File: src/rtl/flag_handshake_decoder.sv
// flag_handshake_decoder: turns a hardware event into a flag-set injection request,
// then waits for the flag to retire and be cleared by software before acknowledging.
module flag_handshake_decoder #(
    parameter int unsigned FLAG_REG = 28,
    parameter int unsigned TIMEOUT  = 64,
    parameter int unsigned CNT_W    = 8
) (
    input  logic             clk_i,
    input  logic             rst_ni,
    input  logic             event_i,
    input  logic             inject_grant_i,
    input  logic             wb_we_i,
    input  logic [31:0]      wb_instr_i,
    input  logic [31:0]      wb_data_i,
    output logic             inject_req_o,
    output logic             event_ack_o,
    output logic             busy_o,
    output logic [CNT_W-1:0] dropped_count_o,
    output logic [CNT_W-1:0] timeout_count_o
);
    localparam int unsigned TW = $clog2(TIMEOUT + 1);

    typedef enum logic [2:0] {IDLE, REQ, INFLIGHT, SET, ACK} state_e;

    state_e           state_q, state_d;
    logic [TW-1:0]    timer_q, timer_d;
    logic [CNT_W-1:0] dropped_q, dropped_d;
    logic [CNT_W-1:0] timeout_q, timeout_d;
    logic             fw, set_seen, clr_seen;
    logic             unused_instr;

    // Only rd matters; any opcode that writes the flag register counts.
    assign fw           = wb_we_i && (wb_instr_i[26:22] == 5'(FLAG_REG));
    assign set_seen     = fw && (|wb_data_i);
    assign clr_seen     = fw && !(|wb_data_i);
    assign unused_instr = ^{wb_instr_i[31:27], wb_instr_i[21:0]};

    always_comb begin
        state_d   = state_q;
        timer_d   = '0;
        dropped_d = dropped_q;
        timeout_d = timeout_q;
        case (state_q)
            IDLE:     if (event_i) state_d = REQ;
            REQ:      if (inject_grant_i) state_d = INFLIGHT;
            INFLIGHT: begin
                timer_d = timer_q + 1'b1;
                if (set_seen) state_d = SET;
                else if (timer_q == TW'(TIMEOUT - 1)) begin
                    state_d = REQ;
                    if (!(&timeout_q)) timeout_d = timeout_q + 1'b1;
                end
            end
            SET:      if (clr_seen) state_d = ACK;
            ACK:      state_d = event_i ? REQ : IDLE;
            default:  state_d = IDLE;
        endcase
        // An event arriving in ACK starts the next handshake, so only mid-handshake states drop.
        if (event_i && (state_q inside {REQ, INFLIGHT, SET}) && !(&dropped_q))
            dropped_d = dropped_q + 1'b1;
    end

    always_ff @(posedge clk_i or negedge rst_ni) begin
        if (!rst_ni) begin
            state_q   <= IDLE;
            timer_q   <= '0;
            dropped_q <= '0;
            timeout_q <= '0;
        end else begin
            state_q   <= state_d;
            timer_q   <= timer_d;
            dropped_q <= dropped_d;
            timeout_q <= timeout_d;
        end
    end

    assign inject_req_o    = (state_q == REQ);
    assign event_ack_o     = (state_q == ACK);
    assign busy_o          = (state_q != IDLE);
    assign dropped_count_o = dropped_q;
    assign timeout_count_o = timeout_q;

endmodule

File: config.mk
export PLATFORM = sky130hd
export DESIGN_NAME = flag_handshake_decoder
export DESIGN_NICKNAME = d
export VERILOG_FILES = /design/src/rtl/flag_handshake_decoder.sv
export SDC_FILE = /design/constraint.sdc
export NUM_CORES = 1
export LEC_CHECK = 0
export CAP_MARGIN = 10
export CORE_ASPECT_RATIO = 1.2
export CORE_MARGIN = 2
export CORE_UTILIZATION = 40
export CTS_CLUSTER_DIAMETER = 60
export DETAILED_ROUTE_END_ITERATION = 12
export HOLD_SLACK_MARGIN = 0.03
export PLACE_DENSITY_LB_ADDON = 0.05
export SLEW_MARGIN = 15
export SYNTH_ARGS = -nofsm -noshare
export SYNTH_HDL_FRONTEND = slang
export SYNTH_SLANG_ARGS = --single-unit
File: constraint.sdc
create_clock -name clk_i -period 3.3 [get_ports clk_i]
set_input_delay 0.66 -clock clk_i [delete_from_list [all_inputs] [get_ports clk_i]]
set_output_delay 0.66 -clock clk_i [all_outputs]
set_load 0.005 [all_outputs]
Word level (Yosys, flattened, before mapping)
Index checks and enable logic that the tools add are counted.
Operators by class
  multiplexer cells: 8
  reductions and logical operators: 15
  equal/unequal tests: 10
  add/subtract/negate cells: 3
  bitwise logic cells: 2
Operators with widths (count)
  OR reduction 32 bit: 1
  adder 8 x 1 -> 8 bit, second input constant: 2
  AND reduction 8 bit: 2
  two-way mux 3 bit: 5
  case mux 3 bit (5 select lines): 1
  AND reduction 4 bit: 2
  adder 7 x 1 -> 7 bit, second input constant: 1
  equality test 7 x 6 -> 1 bit, second input constant: 1
  two-way mux 7 bit: 1
  equality test 3 x 2 -> 1 bit, second input constant: 2
  != test 2 bit, second input constant: 3
  nonzero test 3 bit: 2
  equality test 5 bit, second input constant: 1
  logical AND 1 bit: 5
  equality test 3 x 1 -> 1 bit, second input constant: 1
  equality test 3 bit, second input constant: 1
  zero test 3 bit: 1
  != test 3 bit, second input constant: 1
  zero test 1 bit: 2
  NOT 1 bit: 2
  two-way mux 1 bit: 1
Word-level totals
  bits of input ports: 69
  register bits after elaboration: 26
  output and inout port bits: 19
  logic and storage cells: 42

Longest topological paths before layout
Gate-level depths: netlist of the first run.
  depth after elaboration: 5
  gate-level depth with buffers: 6
  depth with buffers taken out: 6

Worst setup path after synthesis of the first run
OpenSTA, ideal clock, no wires.
  kind: reg-to-reg
  from: register state_q[2]
  to: register timeout_q[1] (netlist: timeout_count_o[1])
  cell stages (with the launch flop): 7
  setup time: 125 ps
  data required time: 3175 ps
  arrival: 2113 ps
  path slack: 1062 ps
  clock period less this slack: 2238 ps
  path buffers: 1
  cells stage by stage: dfrtp_1 -> or3b_1 -> buf_2 -> or4_4 -> a41oi_4 -> o21ai_2 -> mux2_4
Between the ends
  word-level cells in the longest chain between the ends: 2
RTL lines
  start, declared: RTL line 25  | state_e state_q, state_d;
  start signal, assigned: RTL line 70  | state_q <= state_d;
  equality test 3 x 2 -> 1 bit: RTL line 43  | case (state_q)
  AND reduction 4 bit (no source line)
  end signal, assigned: RTL line 73  | timeout_q <= timeout_d;
  end, declared: RTL line 28  | logic [CNT_W-1:0] timeout_q, timeout_d;
No other way between the ends.
A chain may end at the register's enable or synchronous reset.

Worst setup path in the final report of the first run
  from: register state_q[1]
  to: register timeout_q[1] (netlist: timeout_count_o[1])
The elaborated chain is that of the path after synthesis.

==> summary.md, run 1 <==
| Metric | Value |
|---|---|
| Critical Path AT | `2660 ps` |
| # hold bufs at CTS | `0` |
| CP peak stage delay | `590 ps` |
| Crit-path max FO | `12` |
| Core area | `0.00337 mm²` |
| Final worst slack | `806 ps` |
| Leading area contributor after synthesis | `dfrtp_1` |
| Crit path launch | `state_q[1]$_DFFE_PN0P_` |
| R2r startpoint | `state_q[1]$_DFFE_PN0P_` |
| Worst R2R End | `timeout_count_o[1]$_DFFE_PN0P_` |
| Slowest cell on crit path | `or4_4` |
| Global route overflow | `0` |
| Top delay family on crit path | `simple AND/OR/NAND/NOR gates` |
| Fin crit period | `2490 ps` |
| Crit end category | `register` |
| Cells after Synth | `136` |
| Max H-tree Level | `1` |
| Die width | `58.6 µm` |
| Reg2reg path depth | `5` |
| Sequential share of the synthesized area | `45.5%` |
| Simple-gate portion of the synthesized area | `24.9%` |
| Die Ht | `69.5 µm` |
| Root Buffer Master | `clkbuf_8` |
| Adder-Cell Fraction of Synth Area | `2.63%` |
| Slew Limit Fails | `0` |
| CTS clk-pin slew, worst paths | `90 ps` |
| Area of the mapped netlist | `0.00143 mm²` |
| P&R area growth vs syn | `48.4%` |
| Post-route setup TNS | `0 ps` |
| Port bufs | `60` |
| CP required | `3470 ps` |
| Final clock skew | `4.03 ps` |
| Layout cells sized above 1 | `6.09%` |
| #FFs+latches synth | `26` |
| Number of global-route vias before repair | `1,333` |
| Status | `completed` |
| Leakage power | `0.859 nW` |
| Num CTS Buffers | `3` |
| Main combinational cell family by area after synthesis | `simple AND/OR/NAND/NOR gates` |
| Clk buf depth | `2` |
| Clk sinks | `26` |
| RSZ-0062 raised after global routing | `no` |
| Crit path cell chain | `or3b_1, or4_4, a41oi_4, o21ai_2, mux2_4` |
| Fmax | `401 MHz` |
| Antenna violations before repair | `0` |
| Xor/xnor cell area share of the yosys netlist | `10.4%` |
| Commonest cells after routing, fill and taps aside | `clkdlybuf4s50_1, dfrtp_1, xnor2_1, nand2_1, nor4_1` |
| # setup viols final | `0` |
| Effective utilization at floorplan | `42.4%` |
| Worst min path class | `reg2reg` |
| Place WS | `521 ps` |
| WL/cell | `15.7 µm` |
| Post-DP HPWL | `2950 µm` |
| Ys Warns | `0` |
| Vias per cell | `5.50` |
| GP Congestion | `0.714` |
| # rows | `23` |
| Cts repair resizes | `0` |
| Net Count, Synth | `208` |
| Final-report hold violation count | `0` |
| Post-CTS setup repair buffer count | `0` |
| PwrDens | `474 mW/mm²` |
| # diodes | `0` |
| Commonest non-fill, non-tap cell in the layout | `clkdlybuf4s50_1` |
| Hold_ws | `473 ps` |
| Buf+Inv Stages, Crit Path | `0` |
| Avg Cell Area, Syn | `10.5 µm²` |
| Largest net degree at the start of global routing | `27` |
| Io pins | `88` |
| Least-Margin Pin Slew | `701 ps` |
| GRT Util Overall | `19.7%` |
| Critical Path Start Type | `register` |
| Rel. slew slack | `53.1%` |
| Routed wire length | `3670 µm` |
| CTS tree | `built` |
| Post-route ant nets | `0` |
| Post-route clock period utilization | `75.6%` |
| Compound-Gate Fraction of Synth Area | `11.1%` |
| Drt drc | `0` |
| Worst setup path end | `timeout_count_o[1]$_DFFE_PN0P_` |
| First-pass GRT wire length | `6180 µm` |
| Hold_sp | `timer_q[0]$_DFF_PN0_` |
| Vias | `1,287` |
| Worst skew pair latency | `270 ps` |
| Final Power | `0.00100 W` |
| Synth cell types | `37` |
| R2R setup slack | `810 ps` |
| TritonRoute pass-1 iters | `4` |
| 1st-iter DRT viols | `24` |
| Max Cap Viol | `0` |
| Worst Hold Depth | `1` |
| Full die area | `0.00407 mm²` |
| Peak supply drop | `0.480 mV` |
| Crit path kind | `reg2reg` |
| Area contributors post-synth | `dfrtp_1, xnor2_1, nor4_1` |
| Proportion of synthesized area in mux cells | `3.94%` |
| Post-layout net count | `270` |
| Synth top area share | `45.5%` |
| Worst path depth | `5` |
==> final cells by class <==
type	count	area, µm²
Fill cell	313	1250
Sequential cell	26	651
Inverter	1	3.75
Multi-Input combinational cell	105	757
Timing Repair Buffer	61	608
Clock buffer	4	55.1
Tap cell	37	46.3
==> power breakdown <==
group / leakage (nW) / internal [W] / switching (W) / total [W]
combinational: 0.489 / 0.000208 / 0.000123 / 0.000331
sequential: 0.342 / 0.000384 / 0.0000819 / 0.000466
clock: 0.0288 / 0.000107 / 0.000101 / 0.000207
total: 0.859 / 0.000699 / 0.000306 / 0.00100
==> per-stage QoR <==
stage,cell area [µm²],util (%),std cells
final,2120,63.0,234
after global routing,2120,63.0,234
after CTS,2120,63.0,234
after detailed placement,2070,61.4,230
after global placement,2070,61.4,230
after floorplan,1430,-,136
==> metal layers <==
layer	up-vias	routed length, µm	GRT usage [%]
met1	619	1330	19.8
met3	8	175	4.48
met2	30	2080	37.3
met5	-	0	0
li1	630	-	-
met4	0	79	7.49
==> logic make-up after synthesis <==
kind of cell,after synthesis
adders and majority gates,3
and+or+nand+nor,60
muxes,5
buffers and inverters,5
DFF,26
AOI/OAI and AO/OA,20
xor gates and xnor gates,17
==> sequential cells by signal (all words and copies together) (netlist names) <==
name             count
dropped_count_o      8
state_q              3
timer_q              7
timeout_count_o      8
==> cell usage after synthesis <==
master	instances
a41oi_4	1
o21ai_2	1
o211ai_1	4
mux2i_1	3
mux2_4	1
nor2_1	7
inv_1	1
nand2b_1	2
mux2_2	1
nand3_1	3
clkbuf_1	2
or3b_2	1
a31oi_1	1
and4_1	3
xor2_1	3
nand4_1	4
nor4_4	1
buf_2	2
nor2b_1	3
a21oi_1	5
and2_1	2
xnor2_1	14
nand2_1	12
dfrtp_1	26
o2111ai_1	2
ha_1	3
and3_1	5
or4_4	1
o211a_1	1
nor3_1	2
o21ai_0	2
nor3b_1	1
or3_1	4
nor4_1	8
a311oi_1	1
or3b_1	1
a211oi_1	2
==> worst min path at each step <==
stage,endpoint,slack [ps]
floorplan,dropped_count_o[0]$_DFFE_PN0P_,360
global placement,timer_q[0]$_DFF_PN0_,440
detailed placement,timer_q[0]$_DFF_PN0_,460
CTS,timer_q[0]$_DFF_PN0_,470
global route,timer_q[0]$_DFF_PN0_,500
finish,timer_q[0]$_DFF_PN0_,470
Power figures use the tool's default switching activity.
==> run 2, diff against run 1 <==
--- a/config.mk
+++ b/config.mk
@@ -8,7 +8,7 @@
 export CAP_MARGIN = 10
 export CORE_ASPECT_RATIO = 1.2
 export CORE_MARGIN = 2
-export CORE_UTILIZATION = 40
+export CORE_UTILIZATION = 37
 export CTS_CLUSTER_DIAMETER = 60
 export DETAILED_ROUTE_END_ITERATION = 12
 export HOLD_SLACK_MARGIN = 0.03
==> constraint.sdc (replaced) <==
create_clock -name clk_i -period 2.5 [get_ports clk_i]
set_input_delay 0.5 -clock clk_i [delete_from_list [all_inputs] [get_ports clk_i]]
set_output_delay 0.5 -clock clk_i [all_outputs]
set_load 0.005 [all_outputs]
==> run 2 against run 1 <==
Design area grew 3.4%. First-iteration DRC count shrank 21%. Routed wire length fell by 1.3%. Critical path depth unchanged. Sequential share of layout area decreased by 1.0 points. Global-route usage shrank 2.3 points. Die area is 7.6% higher. Clock skew down 1.2 ps. Hold slack got worse by 14 ps. Clock-buffer cell count down 1. Critical path type unchanged. Largest power group unchanged. Highest routed layer unchanged.
==> summary.md, run 2 (synthesis gave the netlist of run 1 again) <==
| Metric | Value |
|---|---|
| Final-report hold violation count | `0 (unchanged)` |
| Crit path kind | `reg2reg` |
| # hold bufs at CTS | `0 (unchanged)` |
| Crit-path max FO | `7 (-5)` |
| First-pass GRT wire length | `5820 µm (-5.7%)` |
| Clk sinks | `26 (unchanged)` |
| Vias per cell | `5.11 (-7.0%)` |
| Clk buf depth | `2 (unchanged)` |
| Crit end category | `register` |
| Post-layout net count | `275 (+1.9%)` |
| Worst skew pair latency | `270 ps (about the same)` |
| TritonRoute pass-1 iters | `4 (unchanged)` |
| Buf+Inv Stages, Crit Path | `0 (unchanged)` |
| Leakage power | `0.890 nW (+3.6%)` |
| Slew Limit Fails | `0 (unchanged)` |
| Rel. slew slack | `71.3% (+18 points)` |
| Max H-tree Level | `1 (unchanged)` |
| Die width | `60.7 µm (+3.7%)` |
| Area of the multi-input gates | `757 µm² (unchanged)` |
| Effective utilization at floorplan | `39.0% (-3.4 points)` |
| Io pins | `88 (unchanged)` |
| CTS tree | `built` |
| Critical Path AT | `2440 ps (-220 ps)` |
| Max Cap Viol | `0 (unchanged)` |
| Final clock skew | `2.85 ps (-1.18 ps)` |
| Post-route clock period utilization | `90.8% (+15 points)` |
| Number of global-route vias before repair | `1,307 (-2.0%)` |
| Fmax | `440 MHz (+9.8%)` |
| CTS clk-pin slew, worst paths | `90 ps (about the same)` |
| Slowest cell on crit path | `or4_4` |
| Port bufs | `60 (unchanged)` |
| Least-Margin Pin Slew | `430 ps (-270 ps)` |
| 1st-iter DRT viols | `19 (-21%)` |
| # diodes | `0 (unchanged)` |
| Post-DP HPWL | `2860 µm (-3.1%)` |
| Largest net degree at the start of global routing | `27 (unchanged)` |
| Layout cells sized above 1 | `8.42% (+2.3 points)` |
| Num CTS Buffers | `3 (unchanged)` |
| Status | `completed` |
| Post-route ant nets | `0 (unchanged)` |
| Cts repair resizes | `0 (unchanged)` |
| Post-route setup TNS | `0 ps (unchanged)` |
| # setup viols final | `0 (unchanged)` |
| Drt drc | `0 (unchanged)` |
| WL/cell | `14.2 µm (-9.1%)` |
| Register Area | `651 µm² (unchanged)` |
| Peak supply drop | `0.411 mV (-14%)` |
| Global route overflow | `0 (unchanged)` |
| PwrDens | `655 mW/mm² (+38%)` |
| # rows | `24 (+4.3%)` |
| RSZ-0062 raised after global routing | `no` |
| Commonest non-fill, non-tap cell in the layout | `clkdlybuf4s50_1` |
| CP peak stage delay | `560 ps (-30 ps)` |
| Fill count | `338 (+8.0%)` |
| GP Congestion | `0.748 (+4.7%)` |
| Core area | `0.00366 mm² (+8.8%)` |
| Full die area | `0.00438 mm² (+7.6%)` |
| Die Ht | `72.1 µm (+3.7%)` |
| P&R area growth vs syn | `53.5%` |
| Top delay family on crit path | `simple AND/OR/NAND/NOR gates` |
| Critical Path Start Type | `register` |
| Fin crit period | `2270 ps (-223 ps)` |
| Commonest cells after routing, fill and taps aside | `clkdlybuf4s50_1, dfrtp_1, xnor2_1, nand2_1, nor4_1` |
| Crit path cell chain | `or3b_1, or4_4, a41oi_4, o21ai_2, mux2_4` |
| Root Buffer Master | `clkbuf_8` |
| Worst min path class | `reg2reg` |
| Vias | `1,299 (+0.93%)` |
| Post-CTS setup repair buffer count | `0 (unchanged)` |
| Hold_ws | `459 ps (-14.0 ps)` |
| GRT Util Overall | `17.3% (-2.3 points)` |
| Routed wire length | `3620 µm (-1.3%)` |
| CP required | `2670 ps (-800 ps)` |
| Antenna violations before repair | `0 (unchanged)` |
## run 2: cell count changes in the layout (fill, tap and decap cells not counted)
cell / delta
buf_4: +5
clkbuf_8: -1
bufinv_16: +1
## run 2: path summary, 6_finish.rpt
| check | start | end | slack [ps] | cells after the start |
|---|---|---|---|---|
| hold / removal | timer_q[0]$_DFF_PN0_ | timer_q[0]$_DFF_PN0_ | 460 | 1 |
| min in group asynchronous | rst_ni | timeout_count_o[3]$_DFFE_PN0P_ | 580 | 2 |
| setup reg to reg | state_q[2]$_DFFE_PN0P_ | timeout_count_o[1]$_DFFE_PN0P_ | 230 | 5 |
| max in group asynchronous | rst_ni | dropped_count_o[5]$_DFFE_PN0P_ | 1670 | 2 |
| hold reg to reg | timer_q[0]$_DFF_PN0_ | timer_q[0]$_DFF_PN0_ | 460 | 1 |
| setup / recovery | state_q[2]$_DFFE_PN0P_ | timeout_count_o[1]$_DFFE_PN0P_ | 230 | 5 |
## run 2: layer usage
layer | vias up | track usage [%] | share of wire (%)
met5 | - | 0 | 0
met4 | 0 | 6.04 | 1.9
met3 | 9 | 3.57 | 6.8
met2 | 43 | 30.3 | 50
met1 | 614 | 20.6 | 42
li1 | 633 | - | -
## run 2: area by class of cell
cell class,count,area share (%)
tap,52,2.97
multi-input combinational,105,34.5
inverter,1,0.171
clock buffer,3,1.88
timing repair buffer,66,29.4
clock inverter,1,1.37
sequential,26,29.7
## run 2: report_power, final
part           leakage, nW  internal (W)  switching [W]
logic                0.513      0.000301       0.000194
registers            0.342      0.000508      0.0000846
clock network       0.0357      0.000214       0.000135
## run 2: worst register-to-register path, delay by kind of cell (launching register included)
kind / cells / cell delay, ps
AO/OA/AOI/OAI: 2 / 430
flip-flops: 1 / 450
multiplexers: 1 / 300
AND/OR/NAND/NOR: 2 / 990
## run 2: through the flow
stage	cell area [µm²]	util, %	instances	power [W]	setup WS, ps
after global placement	2120	57.9	250	0.00107	153
final	2190	59.9	254	0.00144	229
after detailed placement	2120	57.9	250	0.00110	137
after CTS	2190	59.9	254	0.00145	210
after global routing	2190	59.9	254	0.00152	151
after floorplan	1430	-	136	0.000835	262
